[src/rtl/pipe_arb_ctrl.sv]
// Two-requester round-robin arbiter feeding a three-stage f=a&b / g=c|(a&b) pipeline.
// Optional per-requester result counters are built when PIPE_ARB_STATS_EN is defined.
module pipe_arb_ctrl #(
  parameter int W = 1
) (
  input  logic         clk,
  input  logic         rst,
  input  logic         req0,
  input  logic         req1,
  input  logic [W-1:0] a0,
  input  logic [W-1:0] b0,
  input  logic [W-1:0] c0,
  input  logic [W-1:0] a1,
  input  logic [W-1:0] b1,
  input  logic [W-1:0] c1,
  output logic         gnt0,
  output logic         gnt1,
  output logic         res_valid,
  input  logic         res_ready,
  output logic         res_id,
  output logic [W-1:0] res_f,
  output logic [W-1:0] res_g,
  output logic         busy
`ifdef PIPE_ARB_STATS_EN
  ,
  output logic [7:0]   cnt0,
  output logic [7:0]   cnt1
`endif
);

  logic         stall;
  logic         last_id;
  logic         s1_v, s2_v;
  logic         s1_id, s2_id;
  logic [W-1:0] s1_t, s2_t;
  logic [W-1:0] s1_c, s2_c;
  logic [W-1:0] sel_a, sel_b, sel_c;

  assign stall = res_valid & ~res_ready;

  // On contention the requester that did not win last time goes first.
  always_comb begin
    gnt0 = 1'b0;
    gnt1 = 1'b0;
    if (!rst && !stall) begin
      gnt0 = req0 & (~req1 | last_id);
      gnt1 = req1 & (~req0 | ~last_id);
    end
  end

  assign sel_a = gnt1 ? a1 : a0;
  assign sel_b = gnt1 ? b1 : b0;
  assign sel_c = gnt1 ? c1 : c0;
  assign busy  = s1_v | s2_v | res_valid;

  always_ff @(posedge clk or posedge rst) begin
    if (rst) begin
      last_id   <= 1'b1;
      s1_v      <= 1'b0;
      s1_id     <= 1'b0;
      s1_t      <= '0;
      s1_c      <= '0;
      s2_v      <= 1'b0;
      s2_id     <= 1'b0;
      s2_t      <= '0;
      s2_c      <= '0;
      res_valid <= 1'b0;
      res_id    <= 1'b0;
      res_f     <= '0;
      res_g     <= '0;
    end else begin
      if (gnt0 | gnt1) begin
        last_id <= gnt1;
      end
      if (!stall) begin
        s1_v      <= gnt0 | gnt1;
        s1_id     <= gnt1;
        s1_t      <= (gnt0 | gnt1) ? (sel_a & sel_b) : '0;
        s1_c      <= (gnt0 | gnt1) ? sel_c : '0;
        s2_v      <= s1_v;
        s2_id     <= s1_id;
        s2_t      <= s1_t;
        s2_c      <= s1_c;
        // A bubble arriving at the output stage clears the visible result.
        res_valid <= s2_v;
        res_id    <= s2_v & s2_id;
        res_f     <= s2_v ? s2_t : '0;
        res_g     <= s2_v ? (s2_c | s2_t) : '0;
      end
    end
  end

`ifdef PIPE_ARB_STATS_EN
  always_ff @(posedge clk or posedge rst) begin
    if (rst) begin
      cnt0 <= 8'd0;
      cnt1 <= 8'd0;
    end else if (res_valid && res_ready) begin
      if (!res_id && cnt0 != 8'hFF) cnt0 <= cnt0 + 8'd1;
      if (res_id && cnt1 != 8'hFF)  cnt1 <= cnt1 + 8'd1;
    end
  end
`endif

endmodule

[config.mk]
export PLATFORM = sky130hd
export DESIGN_NAME = pipe_arb_ctrl
export DESIGN_NICKNAME = d
export VERILOG_FILES = /design/src/rtl/pipe_arb_ctrl.sv
export SDC_FILE = /design/constraint.sdc
export NUM_CORES = 1
export LEC_CHECK = 0
export CELL_PAD_IN_SITES_DETAIL_PLACEMENT = 1
export CELL_PAD_IN_SITES_GLOBAL_PLACEMENT = 1
export CORE_MARGIN = 2
export CORE_UTILIZATION = 35
export CTS_BUF_LIST = sky130_fd_sc_hd__clkbuf_8
export DETAILED_ROUTE_END_ITERATION = 10
export GPL_TIMING_DRIVEN = 0
export PLACE_DENSITY_LB_ADDON = 0.1
export SLEW_MARGIN = 20
export SYNTH_ARGS = -nofsm -noshare
export SYNTH_HDL_FRONTEND = slang
export SYNTH_SLANG_ARGS = --single-unit
[constraint.sdc]
create_clock -name clk -period 1.5 [get_ports clk]
set_input_delay 0.3 -clock clk [delete_from_list [all_inputs] [get_ports clk]]
set_output_delay 0.3 -clock clk [all_outputs]
set_load 0.02 [all_outputs]
==> reports/qor.txt <==
Global-route total usage across every layer: 15.60%
FF+latch count, synth: 13
Critical Path Start Type: flop
Chip width: 45.12 µm
Maximum level of the CTS H-tree: 1
Drt total wl: 1265 µm
# clock sinks: 13
Fin worst setup slack: -0.1706 ns
Slowest-stage cell, CP: sky130_fd_sc_hd__dfrtp_2
Area of combinational cells with multiple inputs: 239.0 µm²
Number of fillers in the final layout: 170
Largest fanout on the critical path: 3
Total standard cell area after synthesis: 591.8 µm²
Internal Pwr Total: 0.9951 mW
Top cell family by delay on the critical path: flip-flops
Clock latency on the worst-skew pair: 0.24 ns
Number of antenna-violating nets in the routed design: 0
Global routing met2 resource utilization: 25.43%
Mean number of vias per cell: 5.011
CTS tree: done
Total power divided by cell area: 1593 nW/µm²
Result of the run: complete, but fails checks
Final Cycle Share: 111.4%
Global placer's final weighted congestion: 0.6781
Syn_nets: 57
Core Region: 1541 µm²
Average routed wire per standard cell: 13.90 µm
Final max-slew violation count: 0
Sequential share of power: 37.7%
Met1 usage: 19.54%
Largest cells by area after synthesis: sky130_fd_sc_hd__dfrtp_1, sky130_fd_sc_hd__a2111oi_4, sky130_fd_sc_hd__mux2_2
Transition at the pin with the smallest max-transition slack: 0.4851 ns
Die extent in y: 45.12 µm
Number of buffer and inverter stages on the critical path: 2
Main synth FF type: sky130_fd_sc_hd__dfrtp_1
Switching component of the power: 0.4463 mW
Worst Hold Slack: 0.3141 ns
Worst min-delay path class: in -> async
Kind of critical path: reg -> out
Num CTS Buffers: 3
Met3 layer usage reported by global route: 3.600%
# port buffers: 17
VDD IR max: 1.019 mV
Die area: 2036 µm²
Worst slew slack as a fraction of its limit: 67.62%
Area delta synth->final: 52.85%
Nets: 87
Area leader, netlist: sky130_fd_sc_hd__dfrtp_1
Drt drc: 0
Sequential area share after synthesis: 55.18%
Violation count after the first detailed-routing iteration: 5
Number of global-route vias before repair: 499
Area share of the largest cell type after synthesis: 50.74%
Number of placed instances, taps included: 79
Effective utilization at floorplan: 38.39%
Root Driver: sky130_fd_sc_hd__clkbuf_8
CP peak stage delay: 0.40 ns
Count of boundary I/O pins: 18
Antenna diode instance count: 0
Number of cells produced by synthesis: 46
Number of flops mapped to enable cells by yosys: 0
Number of core rows: 14
Ranking of synthesized cells by instance count: sky130_fd_sc_hd__dfrtp_1, sky130_fd_sc_hd__nand2_1, sky130_fd_sc_hd__inv_1, sky130_fd_sc_hd__mux2_2, sky130_fd_sc_hd__o21ai_0
Switching share of total power: 30.96%
Total vias in the final route: 456
Worst path cell trace: nor2b_4, buf_12, a2111oi_4, buf_4
Logic pwr share: 41.4%
Most numerous cell in the Yosys netlist: sky130_fd_sc_hd__dfrtp_1
Ys async rst share: 100.0%
Total gr overflow: 0
Required time at the endpoint of the critical path: 1.20 ns
Crit path arrival time: 1.37 ns
Area occupied by registers: 329.1 µm²
Clock-pin slew on the worst setup and hold paths: 0.05 ns
Maximum achievable frequency: 598.6 MHz
DR pass1 iterations: 4
Finished Layout Cells: 91
Largest net degree at the start of global routing: 14
Lkg Pwr: 0.4814 nW
Violations in the final reports: negative setup slack
GR peak layer: met2
Ys Warns: 0
Initial antenna violation count: 0
First-pass GRT wire length: 2180 µm
Netlist cell types: 18
Layout cells sized above 1: 38.67%
Time the final worst path needs with I/O delays and setup: 1.671 ns
Setup skew after layout: 0.001932 ns
Count of final setup violators: 3
Max Cap Violations: 0
Sort of element at the end of the critical path: output pin
Unrepaired setup endpoints after global routing: yes
Avg Synthesized Cell Area: 12.87 µm²
Clock network power share: 20.9%
Count of final hold-check violations: 0
Max Root-Sink Buffers: 2
layout by cell type (no fill, tap or decap), types with 2 or more instances in the layout:
| cell | netlist | layout |
|---|---|---|
| sky130_fd_sc_hd__dlygate4sd2_1 | 0 | 5 |
| sky130_fd_sc_hd__dfrtp_1 | 12 | 10 |
| sky130_fd_sc_hd__clkdlybuf4s50_1 | 0 | 6 |
| sky130_fd_sc_hd__o21ai_0 | 4 | 4 |
| sky130_fd_sc_hd__and2_0 | 2 | 2 |
| sky130_fd_sc_hd__and2_1 | 2 | 2 |
| sky130_fd_sc_hd__dlymetal6s2s_1 | 0 | 3 |
| sky130_fd_sc_hd__a221o_1 | 2 | 2 |
| sky130_fd_sc_hd__a2111oi_4 | 2 | 2 |
| sky130_fd_sc_hd__buf_6 | 1 | 2 |
| sky130_fd_sc_hd__dfrtp_2 | 0 | 2 |
| sky130_fd_sc_hd__inv_1 | 4 | 4 |
| sky130_fd_sc_hd__clkbuf_8 | 0 | 3 |
| sky130_fd_sc_hd__nand2_1 | 5 | 5 |
| sky130_fd_sc_hd__buf_4 | 0 | 9 |
| sky130_fd_sc_hd__mux2_2 | 4 | 4 |
final cells by class:
class | count | share of cell area (%)
Clock inverter | 1 | 0.4149
Tap cell | 16 | 2.213
Timing Repair Buffer | 26 | 27.80
Inverter | 4 | 1.660
Multi-Input combinational cell | 27 | 26.42
Buffer | 1 | 0.5533
Sequential cell | 13 | 36.38
Clock buffer | 3 | 4.564
metal layers:
layer  wire (µm)  up-vias
met2         616       18
met3          79        5
met4          25        0
met1         544      215
li1            -      218
met5           0        -
per-stage QoR:
step	utilization, %	total power, mW	worst slack (ns)	area, µm²	setup TNS (ns)
finish	58.69	1.441	-0.1706	904.6	-0.2843
CTS	56.66	1.393	-0.1824	873.3	-0.3702
global placement	50.81	0.9912	-0.9249	783.3	-3.059
floorplan	-	0.8177	0.001120	593.1	0
detailed placement	50.81	1.007	-0.9432	783.3	-3.241
global route	58.69	1.534	-0.2107	904.6	-0.4070
cells by family after synthesis:
logic type / share of synthesized area (%)
buffers and inverters: 5.284
AOI/OAI and AO/OA: 20.09
and+or+nand+nor: 11.84
muxes: 7.610
DFF: 55.18
power groups by stage:
stage	clock network (mW)	logic [mW]	registers (mW)
after global placement	0	0.448	0.543
after global routing	0.333	0.642	0.560
after floorplan	0	0.249	0.568
final	0.301	0.597	0.543
after CTS	0.311	0.545	0.538
after detailed placement	0	0.455	0.552
final timing paths:
| kind | startpoint | depth (start not counted) | end | slack [ns] |
|---|---|---|---|---|
| max | res_valid | 4 | gnt0 | -0.17 |
| min | rst | 2 | s1_id | 0.31 |
| max reg2reg | res_valid | 4 | s2_id | 0.08 |
| min reg2reg | res_id | 2 | res_id | 0.47 |
| max in group asynchronous | rst | 2 | s2_v | 0.83 |
| min in group clk | res_id | 2 | res_id | 0.47 |
what timing repair did:
action	CTS	global route
gates resized for setup	20	8
pin swaps	2	1
setup buffers	8	1
hold buffers	0	0
setup endpoints to repair	5	6
Note: power is estimated with default switching activity, not from simulation.
